$ cat src/rtl/micro_pkg.sv
// Shared definitions for the data-memory dump controller.
// Holds the dump FSM state encoding, the word size, the default dump window
// and two width helpers used to size the index register and the wait counter.
package micro_pkg;

  typedef enum logic [1:0] {
    DD_IDLE  = 2'd0,
    DD_FETCH = 2'd1,
    DD_HOLD  = 2'd2,
    DD_DONE  = 2'd3
  } dd_state_t;

  localparam int WORD_BYTES  = 4;
  localparam int DMEM_IDX_LO = -64;
  localparam int DMEM_IDX_HI = 64;

  // Smallest two's-complement width that holds every value in lo..hi.
  function automatic int idx_width(input int lo, input int hi);
    int span;
    int w;
    span = (-lo > hi + 1) ? -lo : hi + 1;
    if (span < 1) span = 1;
    w = 1;
    while ((1 << (w - 1)) < span) w++;
    return w;
  endfunction

  // Smallest unsigned width that holds 0..max_val.
  function automatic int cnt_width(input int max_val);
    int w;
    w = 1;
    while ((1 << w) <= max_val) w++;
    return w;
  endfunction

endpackage

$ cat src/rtl/dmem_dump_ctrl_if.sv
// Bundle of every non-clock signal of the dump controller.
//   start/abort/busy/done       : dump control
//   cpu_*                       : CPU load/store side of the shared port
//   mem_*                       : data memory side (mem_rdata is combinational)
//   dump_valid/ready/addr/data  : dump word stream
// slave  = controller view, master = environment (CPU, memory, sink) view.
interface dmem_dump_ctrl_if;
  logic        start;
  logic        abort;
  logic        busy;
  logic        done;
  logic        cpu_req;
  logic [3:0]  cpu_we;
  logic [31:0] cpu_addr;
  logic [31:0] cpu_wdata;
  logic [31:0] cpu_rdata;
  logic        cpu_stall;
  logic [3:0]  mem_we;
  logic [31:0] mem_addr;
  logic [31:0] mem_wdata;
  logic [31:0] mem_rdata;
  logic        dump_valid;
  logic        dump_ready;
  logic [31:0] dump_addr;
  logic [31:0] dump_data;

  modport slave (
    input  start, abort, cpu_req, cpu_we, cpu_addr, cpu_wdata, mem_rdata, dump_ready,
    output busy, done, cpu_rdata, cpu_stall, mem_we, mem_addr, mem_wdata,
           dump_valid, dump_addr, dump_data
  );

  modport master (
    output start, abort, cpu_req, cpu_we, cpu_addr, cpu_wdata, mem_rdata, dump_ready,
    input  busy, done, cpu_rdata, cpu_stall, mem_we, mem_addr, mem_wdata,
           dump_valid, dump_addr, dump_data
  );
endinterface

$ cat src/rtl/dmem_dump_ctrl_port_mux.sv
// Combinational select of the single data-memory port between the CPU and
// the dump engine.
//   gnt_d           : dump engine owns the port this cycle (read only)
//   dump_fetch_addr : byte address the dump engine reads
//   cpu_req/we/addr/wdata : CPU access
//   mem_we/addr/wdata     : memory port
module dmem_port_mux (
  input  logic        gnt_d,
  input  logic [31:0] dump_fetch_addr,
  input  logic        cpu_req,
  input  logic [3:0]  cpu_we,
  input  logic [31:0] cpu_addr,
  input  logic [31:0] cpu_wdata,
  output logic [3:0]  mem_we,
  output logic [31:0] mem_addr,
  output logic [31:0] mem_wdata
);

  always_comb begin
    mem_we    = 4'h0;
    mem_addr  = cpu_addr;
    mem_wdata = cpu_wdata;
    if (gnt_d) begin
      mem_addr = dump_fetch_addr;
    end else if (cpu_req) begin
      mem_we = cpu_we;
    end
  end

endmodule

$ cat src/rtl/dmem_dump_ctrl.sv
// Data-memory port controller: shares the memory port between the CPU
// (priority) and a dump sequencer that reads word indices IDX_LO..IDX_HI in
// order and streams each word out on a valid/ready interface.
//   clk, reset : clock, synchronous active-high reset
//   bus        : control, CPU, memory and dump stream signals (slave view)
//
// state    | meaning
// ---------+-----------------------------------------------------------
// DD_IDLE  | waiting for start
// DD_FETCH | waiting for a free (or forced) memory cycle to read word idx
// DD_HOLD  | word presented on the dump stream until accepted
// DD_DONE  | one-cycle done pulse after the last word
module dmem_dump_ctrl
  import micro_pkg::*;
#(
  parameter int IDX_LO     = DMEM_IDX_LO,
  parameter int IDX_HI     = DMEM_IDX_HI,
  parameter int STARVE_MAX = 8
) (
  input logic             clk,
  input logic             reset,
  dmem_dump_ctrl_if.slave bus
);

  localparam int IW       = idx_width(IDX_LO, IDX_HI);
  localparam int CW       = cnt_width(STARVE_MAX);
  localparam int ADDR_LSB = $clog2(WORD_BYTES);

  localparam logic signed [IW-1:0] IDX_FIRST  = IW'(IDX_LO);
  localparam logic signed [IW-1:0] IDX_LAST   = IW'(IDX_HI);
  localparam logic [CW-1:0]        WAIT_LIMIT = CW'(STARVE_MAX);

  dd_state_t state, state_nxt;

  logic signed [IW-1:0]          idx;
  logic [CW-1:0]                 wait_cnt;
  logic [31:0]                   dump_data_q;
  logic [31:0]                   dump_addr_q;
  logic                          gnt_d;
  logic                          hs;
  logic signed [IW+ADDR_LSB-1:0] idx_byte;
  logic [31:0]                   dump_fetch_addr;
  logic [3:0]                    mem_we_int;
  logic [31:0]                   mem_addr_int;
  logic [31:0]                   mem_wdata_int;

  // Signed word index to sign-extended byte address.
  assign idx_byte        = {idx, {ADDR_LSB{1'b0}}};
  assign dump_fetch_addr = 32'(idx_byte);

  always_ff @(posedge clk) begin
    if (reset) state <= DD_IDLE;
    else       state <= state_nxt;
  end

  always_comb begin
    state_nxt = state;
    if (bus.abort) begin
      state_nxt = DD_IDLE;
    end else begin
      case (state)
        DD_IDLE:  if (bus.start) state_nxt = DD_FETCH;
        DD_FETCH: if (gnt_d) state_nxt = DD_HOLD;
        DD_HOLD:  if (hs) state_nxt = (idx == IDX_LAST) ? DD_DONE : DD_FETCH;
        DD_DONE:  state_nxt = DD_IDLE;
        default:  state_nxt = DD_IDLE;
      endcase
    end
  end

  // A stall is forced only once the CPU has denied the engine STARVE_MAX
  // cycles in a row; the grant then clears wait_cnt, and HOLD lasts at least
  // one cycle, so two stalls can never be adjacent.
  always_comb begin
    bus.busy       = (state == DD_FETCH) || (state == DD_HOLD);
    bus.done       = (state == DD_DONE);
    bus.dump_valid = (state == DD_HOLD);
    bus.cpu_stall  = (state == DD_FETCH) && bus.cpu_req && (wait_cnt == WAIT_LIMIT);
    gnt_d          = (state == DD_FETCH) && (!bus.cpu_req || bus.cpu_stall);
    hs             = (state == DD_HOLD) && bus.dump_ready;
  end

  always_ff @(posedge clk) begin
    if (reset) begin
      idx         <= '0;
      wait_cnt    <= '0;
      dump_data_q <= '0;
      dump_addr_q <= '0;
    end else if (!bus.abort) begin
      case (state)
        DD_IDLE: begin
          if (bus.start) begin
            idx      <= IDX_FIRST;
            wait_cnt <= '0;
          end
        end
        DD_FETCH: begin
          if (gnt_d) begin
            // Snapshot at the grant; later CPU stores do not reach the held word.
            dump_data_q <= bus.mem_rdata;
            dump_addr_q <= mem_addr_int;
            wait_cnt    <= '0;
          end else begin
            wait_cnt <= wait_cnt + CW'(1);
          end
        end
        DD_HOLD: begin
          if (hs && (idx != IDX_LAST)) idx <= idx + IW'(1);
        end
        default: ;
      endcase
    end
  end

  dmem_port_mux u_port_mux (
    .gnt_d           (gnt_d),
    .dump_fetch_addr (dump_fetch_addr),
    .cpu_req         (bus.cpu_req),
    .cpu_we          (bus.cpu_we),
    .cpu_addr        (bus.cpu_addr),
    .cpu_wdata       (bus.cpu_wdata),
    .mem_we          (mem_we_int),
    .mem_addr        (mem_addr_int),
    .mem_wdata       (mem_wdata_int)
  );

  assign bus.mem_we    = mem_we_int;
  assign bus.mem_addr  = mem_addr_int;
  assign bus.mem_wdata = mem_wdata_int;
  assign bus.cpu_rdata = bus.mem_rdata;
  assign bus.dump_data = dump_data_q;
  assign bus.dump_addr = dump_addr_q;

endmodule

$ cat src/flat_wrapper.sv
// flat-port wrapper written by rule: the top's interface ports become plain ports
module dmem_dump_ctrl_flat import micro_pkg::*;
#(
  parameter int IDX_LO     = DMEM_IDX_LO,
  parameter int IDX_HI     = DMEM_IDX_HI,
  parameter int STARVE_MAX = 8
)
  (clk, reset, bus_start, bus_abort, bus_cpu_req, bus_cpu_we, bus_cpu_addr, bus_cpu_wdata, bus_mem_rdata, bus_dump_ready, bus_busy, bus_done, bus_cpu_rdata, bus_cpu_stall, bus_mem_we, bus_mem_addr, bus_mem_wdata, bus_dump_valid, bus_dump_addr, bus_dump_data);
  dmem_dump_ctrl_if bus_i ();
  input logic clk;
  input logic reset;
  input wire logic [$bits(bus_i.start)-1:0] bus_start;
  input wire logic [$bits(bus_i.abort)-1:0] bus_abort;
  input wire logic [$bits(bus_i.cpu_req)-1:0] bus_cpu_req;
  input wire logic [$bits(bus_i.cpu_we)-1:0] bus_cpu_we;
  input wire logic [$bits(bus_i.cpu_addr)-1:0] bus_cpu_addr;
  input wire logic [$bits(bus_i.cpu_wdata)-1:0] bus_cpu_wdata;
  input wire logic [$bits(bus_i.mem_rdata)-1:0] bus_mem_rdata;
  input wire logic [$bits(bus_i.dump_ready)-1:0] bus_dump_ready;
  output wire logic [$bits(bus_i.busy)-1:0] bus_busy;
  output wire logic [$bits(bus_i.done)-1:0] bus_done;
  output wire logic [$bits(bus_i.cpu_rdata)-1:0] bus_cpu_rdata;
  output wire logic [$bits(bus_i.cpu_stall)-1:0] bus_cpu_stall;
  output wire logic [$bits(bus_i.mem_we)-1:0] bus_mem_we;
  output wire logic [$bits(bus_i.mem_addr)-1:0] bus_mem_addr;
  output wire logic [$bits(bus_i.mem_wdata)-1:0] bus_mem_wdata;
  output wire logic [$bits(bus_i.dump_valid)-1:0] bus_dump_valid;
  output wire logic [$bits(bus_i.dump_addr)-1:0] bus_dump_addr;
  output wire logic [$bits(bus_i.dump_data)-1:0] bus_dump_data;
  assign bus_i.start = bus_start;
  assign bus_i.abort = bus_abort;
  assign bus_i.cpu_req = bus_cpu_req;
  assign bus_i.cpu_we = bus_cpu_we;
  assign bus_i.cpu_addr = bus_cpu_addr;
  assign bus_i.cpu_wdata = bus_cpu_wdata;
  assign bus_i.mem_rdata = bus_mem_rdata;
  assign bus_i.dump_ready = bus_dump_ready;
  assign bus_busy = bus_i.busy;
  assign bus_done = bus_i.done;
  assign bus_cpu_rdata = bus_i.cpu_rdata;
  assign bus_cpu_stall = bus_i.cpu_stall;
  assign bus_mem_we = bus_i.mem_we;
  assign bus_mem_addr = bus_i.mem_addr;
  assign bus_mem_wdata = bus_i.mem_wdata;
  assign bus_dump_valid = bus_i.dump_valid;
  assign bus_dump_addr = bus_i.dump_addr;
  assign bus_dump_data = bus_i.dump_data;
  dmem_dump_ctrl #(.IDX_LO(IDX_LO), .IDX_HI(IDX_HI), .STARVE_MAX(STARVE_MAX)) u_core (.clk(clk), .reset(reset), .bus(bus_i));
endmodule
$ cat config.mk
export PLATFORM = sky130hd
export DESIGN_NAME = dmem_dump_ctrl_flat
export DESIGN_NICKNAME = d
export VERILOG_FILES = /design/src/rtl/micro_pkg.sv /design/src/rtl/dmem_dump_ctrl_if.sv /design/src/rtl/dmem_dump_ctrl_port_mux.sv /design/src/rtl/dmem_dump_ctrl.sv /design/src/flat_wrapper.sv
export SDC_FILE = /design/constraint.sdc
export NUM_CORES = 1
export LEC_CHECK = 0
export BUFFER_PORTS_ARGS = -buffer_cell sky130_fd_sc_hd__buf_2
export CAP_MARGIN = 0
export CORE_AREA = 2 2 106 108
export CTS_BUF_LIST = sky130_fd_sc_hd__clkbuf_4 sky130_fd_sc_hd__clkbuf_8
export CTS_CLUSTER_SIZE = 16
export DETAILED_ROUTE_END_ITERATION = 10
export DIE_AREA = 0 0 108 110
export GPL_TIMING_DRIVEN = 0
export PLACE_DENSITY = 0.75
export SYNTH_ARGS = -nofsm -noshare
export SYNTH_HDL_FRONTEND = slang
export SYNTH_SLANG_ARGS = --single-unit
$ cat constraint.sdc
create_clock -name clk -period 6.2 [get_ports clk]
set_input_delay 0 -clock clk [delete_from_list [all_inputs] [get_ports clk]]
set_output_delay 0 -clock clk [all_outputs]
set_load 0.02 [all_outputs]
# == Yosys cells after proc, flatten, opt, wreduce, memory -nomap -nowiden ==
# Index checks and enable logic that the tools add are counted.
# word_totals
reg_bits,78
latch_bits,0
mem_bits_rw,0
mem_bits_ro,0
input_bits,106
output_inout_bits,168
elab_cells,48
n_memories,0
# classes
addsub,2
n_mul,0
n_div,0
order_cmp,0
n_eq_ne,10
shift,0
muxes,14
bitwise,1
n_reduce_logical,16
# ops
op,count
$mux 32,1
$mux 4,4
$mux 8,2
$pmux 8 s2,1
$reduce_and 3->1,3
$add 8x2->8 const B,1
$eq 8x8->1 const B,1
$mux 2,4
$ne 8x8->1 const B,1
$pmux 2 s4,1
$pmux 4 s2,1
$ne 2x1->1 const B,3
$logic_and 1x1->1,5
$add 4x1->4 const B,1
$eq 2x2->1 const B,2
$eq 4x4->1 const B,1
$reduce_and 4->1,1
$reduce_bool 2->1,2
$eq 2x1->1 const B,1
$logic_not 2->1,1
$logic_or 1x1->1,2
$ne 2x2->1 const B,1
$reduce_or 2->1,1
$logic_not 1->1,1
$not 1->1,1

# == Depth between registers and ports, before layout ==
# Gate-level depths: netlist of the first run.
# depth
depth_word,7
ltp_mapped,9
ltp_nobuf,6

# == Cells and area by module ==
# A second synthesis of the first run with hierarchy kept.
# unflattened
cells_unflattened,490
hier_area_um2,4196.5
# by_module_without_submodules
module,instances,cells_per_inst,area_each_um2,seq_area_each_um2
dmem_dump_ctrl,1,418,3400.8,1561.5
dmem_port_mux,1,72,795.8,0.0

# == Least setup slack after synthesis of the first run ==
# Ideal clock, no wire load.
# synth_path
kind,register to register
from,register u_core.state[0]
to,register u_core.idx[5]
setup_ps,118
t_arrival_ps,2189
required_ps,6082
slack_ps,3893
path_stages_with_launch,8
n_path_buf,1
synth_period_minus_slack_ps,2307
path_cell_list,dfxtp_1 -> inv_1 -> ha_1 -> nor2b_4 -> or4_1 -> buf_2 -> or4_4 -> mux2i_1
# synth_between
elab_chain_len,5
elab_cells_between_ends,9
cone_classes,eq/ne: 3; mux: 1; reduce/logical: 5
# synth_rtl
element,line_no,text
start: declaration,dmem_dump_ctrl.sv:33,"dd_state_t state, state_nxt;"
start signal: assignment,dmem_dump_ctrl.sv:53,else state <= state_nxt;
$eq 2x2->1 (*),n/a,
via bus_dump_valid,flat_wrapper.sv:27,output wire logic [$bits(bus_i.dump_valid)-1:0] bus_dump_valid;
$logic_and 1x1->1,dmem_dump_ctrl.sv:80,hs = (state == DD_HOLD) && bus.dump_ready;
$logic_and 1x1->1,dmem_dump_ctrl.sv:108,if (hs && (idx != IDX_LAST)) idx <= idx + IW'(1);
$ne 2x1->1 (no line),n/a,
$reduce_and 4->1 (no line),n/a,
end signal: assignment,dmem_dump_ctrl.sv:108,
end: declaration,dmem_dump_ctrl.sv:35,logic signed [IW-1:0] idx;
# The timed path passes the listed nets; every way through them passes the cells marked *.
# A chain may end at the register's enable or synchronous reset.

# == Final worst setup path of the first run ==
# layout_path
from,register u_core.wait_cnt[0]
to,output port bus_mem_addr[19]
# layout_between
elab_chain_len,5
# layout_rtl
element,line_no,text
start: declaration,dmem_dump_ctrl.sv:36,logic [CW-1:0] wait_cnt;
start signal: assignment,dmem_dump_ctrl.sv:104,wait_cnt <= wait_cnt + CW'(1);
$eq 4x4->1,dmem_dump_ctrl.sv:78,bus.cpu_stall = (state == DD_FETCH) && bus.cpu_req && (wait_cnt == WAIT_LIMIT);
$logic_and 1x1->1,dmem_dump_ctrl.sv:78,
$logic_or 1x1->1,dmem_dump_ctrl.sv:79,gnt_d = (state == DD_FETCH) && (!bus.cpu_req || bus.cpu_stall);
$logic_and 1x1->1,dmem_dump_ctrl.sv:79,
$mux 32,dmem_dump_ctrl_port_mux.sv:23,if (gnt_d) begin
end: declaration,flat_wrapper.sv:25,output wire logic [$bits(bus_i.mem_addr)-1:0] bus_mem_addr;
# No other way between the ends.

==> run metrics, run 1 <==
deepest clock path buffer count=2; fraction of layout instances using a drive strength above 1=42.0%; First DRT Iteration DRCs=around 190; final cell count without fillers=923; postcts setup bufs=0; Arrival @ worst endpoint=2720 ps; worst skew pair latency=340 ps; Yosys warnings=0; Starting Density=approximately a third; power per cell area=212 nW/um^2; flops & latches, synth=78; CP Capture Type=primary output; CTS tree=yes; f_max=0.368 GHz; hpwl dp=8260 um; IO buf count=241; WS Path Type=reg -> out; RePlAce Congestion=0.821; cell count after placement=between 800 and 900; Die Height=~110 um; CP Launch Type=register; fin nets=between 800 and 900; Detail Route Antenna Nets=0; pre-CTS WS=3710 ps; WHS Endpoint=u_core.wait_cnt[1]$_SDFFE_PP0P_; H-tree Lvls=3; core box area=about 11000 um^2; FFs w/ async S/R, synth=0%; Final Max Tran Viols=0; largest net degree at the start of global routing=15; CTS root buffer=clkbuf_8; Num CTS Buffers=9; Clock Skews=10.3 ps; Sink Count=78; I/O pin count=274; outcome=finished clean; setup slack after layout=3480 ps; PostCTS Resize Cnt=0; Crit path required time=a little over 6000 ps; r2r setup slk=3750 ps; wirelength, routed=around 11000 um; Final Cycle Share=between 40 and 50%; clk slew on worst S/H paths=80 ps; Hold Path Stages=4; fill count=1047; Vias/cell=around 4.4; RSZ-0062 raised after global routing=false; Max-Cap Viols=0; Diodes inserted=0; Core Rows=38; Hold Vio Cnt, Final=0; Residual DRC=0; Slew HR=34.1%; Worst R2R Path Depth=8; post-synth top area share=41.9%; DR pass1 iterations=6; Synth Instances=493; gr ovfl total=0; Tot GR Track Use=between 10% and 20%; sequential-to-total area share from yosys stat=roughly two fifths; largest fanout on the critical path=10; first-pass GRT wire length=16300 um; Mapped Area=3720 um^2; Hold Path Origin=bus_cpu_req; leakage power=2.88 nW; Yosys top cell by area=dfxtp_1; Syn Area/Cell=~7.6 um^2; Area growth syn-to-layout=52.2%; Area contributors post-synth=dfxtp_1, nand2_1, buf_4; Unique masters post-synth=41; Post-Synthesis Net Count=between 600 and 700; setup TNS=0 ps; vias in the first global route=around 3600; min-delay worst type=in -> reg; worst slew pin tran=a little under 1000 ps; via count=4034; most used flip-flop cell after synthesis=dfxtp_1; Die Width=about 110 um; peak supply drop=0.160 mV; wire length per cell=12.2 um; crit path launch=u_core.wait_cnt[0]$_SDFFE_PP0P_; R2R Path Start=u_core.wait_cnt[0]$_SDFFE_PP0P_; Post-synth EDFFs=0; Critical R2R Capture=u_core.bus.dump_data[0]$_SDFFE_PP0P_; full die area=11900 um^2; antenna violations before repair=0; final setup fails=0; fin crit period=2720 ps
## through the flow
| stage | power [mW] | utilization, % | instance area (um^2) | hold WS, ps |
|---|---|---|---|---|
| 4_1_cts | 1.22 | 53.0 | 5670 | 104 |
| 3_3_place_gp | 0.762 | 47.7 | 5100 | 218 |
| 5_1_grt | 1.26 | 53.0 | 5670 | 136 |
| 3_5_place_dp | 0.764 | 47.7 | 5100 | 218 |
| 6_report | 1.20 | 53.0 | 5670 | 122 |
| 2_1_floorplan | 0.680 | - | 3720 | 113 |
## layer usage
layer	GRT usage (%)	vias to the layer above	wire length, um
met2	31.2	148	5590
met3	5.11	13	853
met1	19.4	1777	4720
met5	0	-	0
li1	-	2096	-
met4	5.13	0	134
## how the worst max path moves through the flow
stage | slack [ps] | cells past startpoint | to
after detailed placement | 3710 | 8 | u_core.bus.dump_addr[3]$_SDFFE_PP0P_
after global routing | 3230 | 10 | bus_mem_addr[27]
after CTS | 3440 | 10 | bus_mem_addr[19]
final | 3480 | 10 | bus_mem_addr[19]
after global placement | 3770 | 8 | u_core.bus.dump_addr[3]$_SDFFE_PP0P_
after floorplan | 3890 | 7 | u_core.idx[5]$_SDFFE_PP0P_
## cells by family after synthesis
| logic type | after synthesis | synth area share (%) |
|---|---|---|
| and+or+nand+nor | 229 | 26.1 |
| AOI/OAI and AO/OA | 66 | 9.78 |
| xor gates and xnor gates | 3 | 0.706 |
| muxes | 7 | 2.02 |
| adders and majority gates | 8 | 2.69 |
| DFF | 78 | 41.9 |
| buffers and inverters | 102 | 16.8 |
## flip-flops by register name, indices dropped and copies added (netlist names)
| register | cells |
|---|---|
| u_core.bus.dump_addr | 32 |
| u_core.bus.dump_data | 32 |
| u_core.idx | 8 |
| u_core.state | 2 |
| u_core.wait_cnt | 4 |
## placed cells by master (no fill, tap or decap), types with 6 or more instances in the layout
cell           count
a21oi_1           45
and2_1             7
buf_2            242
buf_4             64
clkbuf_1          26
clkbuf_8          10
dfxtp_1           78
dlygate4sd3_1     33
ha_1               8
inv_1             10
nand2_1          134
nand3_1            7
nor2_1            56
o21ai_0            6
## area by class of cell
cell class                      instances  area [um^2]  area share (%)
Buffer                                 92          587            10.4
Clock buffer                           10          138            2.43
Clock inverter                          6         93.8            1.66
Inverter                               10         37.5           0.662
Multi-Input combinational cell        313         1540            27.1
Sequential cell                        78         1560            27.6
Tap cell                              140          175            3.09
Timing Repair Buffer                  274         1540            27.1
## report_power, final
| group | leakage [nW] | internal, mW | total, mW | switching (mW) |
|---|---|---|---|---|
| registers | 0.631 | 0.512 | 0.519 | 0.00761 |
| logic | 2.14 | 0.110 | 0.250 | 0.140 |
| clock network | 0.113 | 0.241 | 0.433 | 0.193 |
## worst max-delay path, stage by stage, from the launching register on
cell and delay, ps:
dfxtp_1 400, inv_1 60, ha_1 190, nand3b_1 210, a21o_1 150, clkbuf_1 360, or2_1 160, clkbuf_1 200
clkbuf_1 340, nand2_1 120, buf_2 180
## cell usage after synthesis, drive strengths merged, types with 4 or more instances
library cell and n:
nand2 134, dfxtp 78, buf 66, nor2 56
a21oi 45, clkbuf 26, inv 10, o21ai 9
ha 8, and2 7, nand3 7, mux2 4
nand4 4
## what timing repair did
action / 4_1_cts / 5_1_grt
setup endpoints to repair: 0 / 0
hold endpoints to repair: 34 / 0
hold buffers: 33 / 0
(Power assumes the default switching activity.)
==> inputs of run 2 (changes only) <==
--- a/config.mk
+++ b/config.mk
@@ -5,15 +5,16 @@
 export SDC_FILE = /design/constraint.sdc
 export NUM_CORES = 1
 export LEC_CHECK = 0
+export ABC_AREA = 1
 export BUFFER_PORTS_ARGS = -buffer_cell sky130_fd_sc_hd__buf_2
 export CAP_MARGIN = 0
-export CORE_AREA = 2 2 106 108
+export CORE_AREA = 2 2 107 109
 export CTS_BUF_LIST = sky130_fd_sc_hd__clkbuf_4 sky130_fd_sc_hd__clkbuf_8
 export CTS_CLUSTER_SIZE = 16
 export DETAILED_ROUTE_END_ITERATION = 10
-export DIE_AREA = 0 0 108 110
+export DIE_AREA = 0 0 109 111
 export GPL_TIMING_DRIVEN = 0
-export PLACE_DENSITY = 0.75
+export PLACE_DENSITY = 0.74
 export SYNTH_ARGS = -nofsm -noshare
 export SYNTH_HDL_FRONTEND = slang
 export SYNTH_SLANG_ARGS = --single-unit
==> constraint.sdc (replaced) <==
create_clock -name clk -period 2.8 [get_ports clk]
set_input_delay 0 -clock clk [delete_from_list [all_inputs] [get_ports clk]]
set_output_delay 0 -clock clk [all_outputs]
set_load 0.02 [all_outputs]
==> run metrics, run 2 <==
most frequent cells in the layout=buf_2, nor2_1, nand2_1; fraction of layout instances using a drive strength above 1=40.3% (-1.8 points); Area contributors post-synth=dfxtp_1, nor2_1, buf_4; Synth Instances=547 (+11%); uppermost layer routed=met4; outcome=finished clean; fin crit period=2110 ps; post-synth top area share=41.1% (-0.83 points); PostCTS Resize Cnt=0 (unchanged); IO buf count=241 (unchanged); Arrival @ worst endpoint=2110 ps (-610 ps); RePlAce Congestion=0.844 (+2.8%); fraction of the mapped netlist area in compound gates=8.43% (-1.3 points); multiplexer area fraction after synthesis=0% (-2.0 points); Hold Vio Cnt, Final=0 (unchanged); gr ovfl total=0 (unchanged); Sink Count=78 (unchanged); sequential-to-total area share from yosys stat=41.1% (-0.83 points); peak supply drop=0.252 mV (+58%); Slew HR=70.0% (+36 points); CP Launch Type=register; Unique masters post-synth=22 (-46%); Starting Density=34.3% (-0.51 points); RSZ-0062 raised after global routing=false; Die Height=111 um (+0.91%); FFs w/ async S/R, synth=0% (unchanged); Max-Cap Viols=0 (unchanged); Mapped Area=3800 um^2 (+2.0%); setup TNS=0 ps (unchanged); Post-Synthesis Net Count=661 (+8.9%); DR pass1 iterations=4 (-2); final setup fails=0 (unchanged); met2 WL=5780 um (+3.5%); Residual DRC=0 (unchanged); XOR/XNOR Fraction of Synth Area=0.461% (-0.24 points); Final Cycle Share=approximately three quarters; Yosys warnings=0 (unchanged); power per cell area=467 nW/um^2 (+120%); Crit path required time=2800 ps (-3400 ps); WL met3=928 um (+8.8%); vias in the first global route=3733 (+4.1%); CP max-delay cell=dfxtp_1; wire length per cell=11.6 um (-5.2%); core box area=11100 um^2 (+3.5%); H-tree Lvls=3 (unchanged); CTS Hold Bufs=34 (+3.0%); First DRT Iteration DRCs=225 (+17%); leakage power=3.09 nW (+7.0%); Yosys top cell by area=dfxtp_1; Detail Route Antenna Nets=0 (unchanged); via count=4197 (+4.0%); first-pass GRT wire length=17000 um (+4.0%); Final Max Tran Viols=0 (unchanged); I/O pin count=274 (unchanged); Num CTS Buffers=9 (unchanged); area of the multi-input gates=1520 um^2 (-1.5%); Worst Path Buf+Inv=5 (unchanged); WS Path Type=reg -> out; critical-path cell list=inv_1 -> ha_1 -> inv_1 -> a21oi_4 -> inv_2 -> clkbuf_1 -> nand2_1 -> nand2_1 -> buf_2; most common library cells after synthesis=nor2_1, nand2_1, dfxtp_1; Area growth syn-to-layout=50.8%; Clock Skews=4.11 ps (-6.22 ps); largest net degree at the start of global routing=13 (-2); total power=2.67 mW (+120%); commonest non-fill, non-tap cell in the layout=buf_2; Vias/cell=4.28 (-2.0%); CP peak stage delay=390 ps (about the same); min-delay worst type=in -> reg; CTS root buffer=clkbuf_8; Die Width=109 um (+0.93%); worst slew pin tran=450 ps (-530 ps); Synth Area in Adders=2.64% (-0.053 points); clk slew on worst S/H paths=80 ps (about the same); full die area=12100 um^2 (+1.8%); deepest clock path buffer count=2 (unchanged); flops & latches, synth=78 (unchanged); met1 WL=4500 um (-4.5%); FF/Latch Area=1560 um^2 (unchanged); postcts setup bufs=0 (unchanged); Post-Synth Simple-Gate Area=28.4% (+2.3 points); largest fanout on the critical path=10 (unchanged); Diodes inserted=0 (unchanged); fill count=1099 (+5.0%); worst skew pair latency=340 ps (about the same); most used flip-flop cell after synthesis=dfxtp_1; Syn Area/Cell=6.94 um^2 (-8.1%); CP Capture Type=primary output; most frequent cell after synthesis=nor2_1; CTS tree=yes; CP top delay family=buffers and inverters; Post-synth EDFFs=0 (unchanged); wirelength, routed=11400 um (+0.65%); Tot GR Track Use=17.6% (+0.47 points); f_max=0.474 GHz; largest family of logic cells by synthesized area=simple AND/OR/NAND/NOR gates; fin nets=947 (+6.2%); Core Rows=39 (+2.6%); hpwl dp=8400 um (+1.7%); antenna violations before repair=0 (unchanged)
run 2: cell count changes after synthesis, moves of 4 or more:
cell | before | now
a21oi_1 | 45 | 8
mux2_2 | 4 | 0
buf_4 | 64 | 72
nor2_1 | 56 | 158
o21ai_0 | 6 | 41
clkbuf_1 | 26 | 12
o21ai_1 | 3 | 10
and2_1 | 7 | 0
inv_1 | 10 | 29
nand2_1 | 134 | 109
run 2: stage by stage:
stage	instances	utilization (%)	setup WS, ps	hold slack, ps	instance area, um^2
3_5_place_dp	931	46.8	866	218	5180
3_3_place_gp	931	46.8	892	217	5180
5_1_grt	980	51.7	496	149	5730
4_1_cts	980	51.7	625	101	5730
2_1_floorplan	547	-	1170	69.1	3800
6_report	980	51.7	688	132	5730
run 2: where the power goes:
part	switching, mW	total (mW)	internal (mW)
Clock	0.390	0.856	0.466
Sequential	0.0258	1.17	1.15
Combinational	0.372	0.645	0.273
run 2: path summary, 6_finish.rpt:
path | endpoint | slack [ps] | depth (start not counted) | from
worst max register to register | u_core.bus.dump_data[6]$_SDFFE_PP0P_ | 900 | 9 | u_core.wait_cnt[0]$_SDFFE_PP0P_
worst min register to register | u_core.bus.dump_addr[0]$_SDFFE_PP0P_ | 440 | 2 | u_core.bus.dump_addr[0]$_SDFFE_PP0P_
worst min-delay path | u_core.state[0]$_SDFFE_PP0P_ | 130 | 5 | bus_cpu_req
worst max-delay path | bus_mem_addr[25] | 690 | 9 | u_core.state[1]$_SDFFE_PP0P_
run 2: layout make-up:
class / count / share of cell area [%]
Sequential cell: 78 / 27.3
Timing Repair Buffer: 275 / 27.0
Multi-Input combinational cell: 351 / 26.5
Buffer: 86 / 10.5
Tap cell: 143 / 3.12
Clock buffer: 12 / 2.77
Inverter: 32 / 2.10
Clock inverter: 3 / 0.765
run 2: routing by layer:
layer,track usage (%),up-vias
met4,5.47,0
li1,-,2184
met1,18.7,1821
met5,0,-
met2,33.5,179
met3,4.06,13
run 2: logic make-up after synthesis:
logic type / count (synthesis)
adders and majority gates: 8
DFF: 78
and+or+nand+nor: 280
xor gates and xnor gates: 2
AOI/OAI and AO/OA: 61
buffers and inverters: 118
run 2: tightest hold or removal path, cell delays in order:
cell and delay [ps]:
buf_2 130, nand3_1 130, nand3_1 80, nand2_1 60, a21oi_1 40
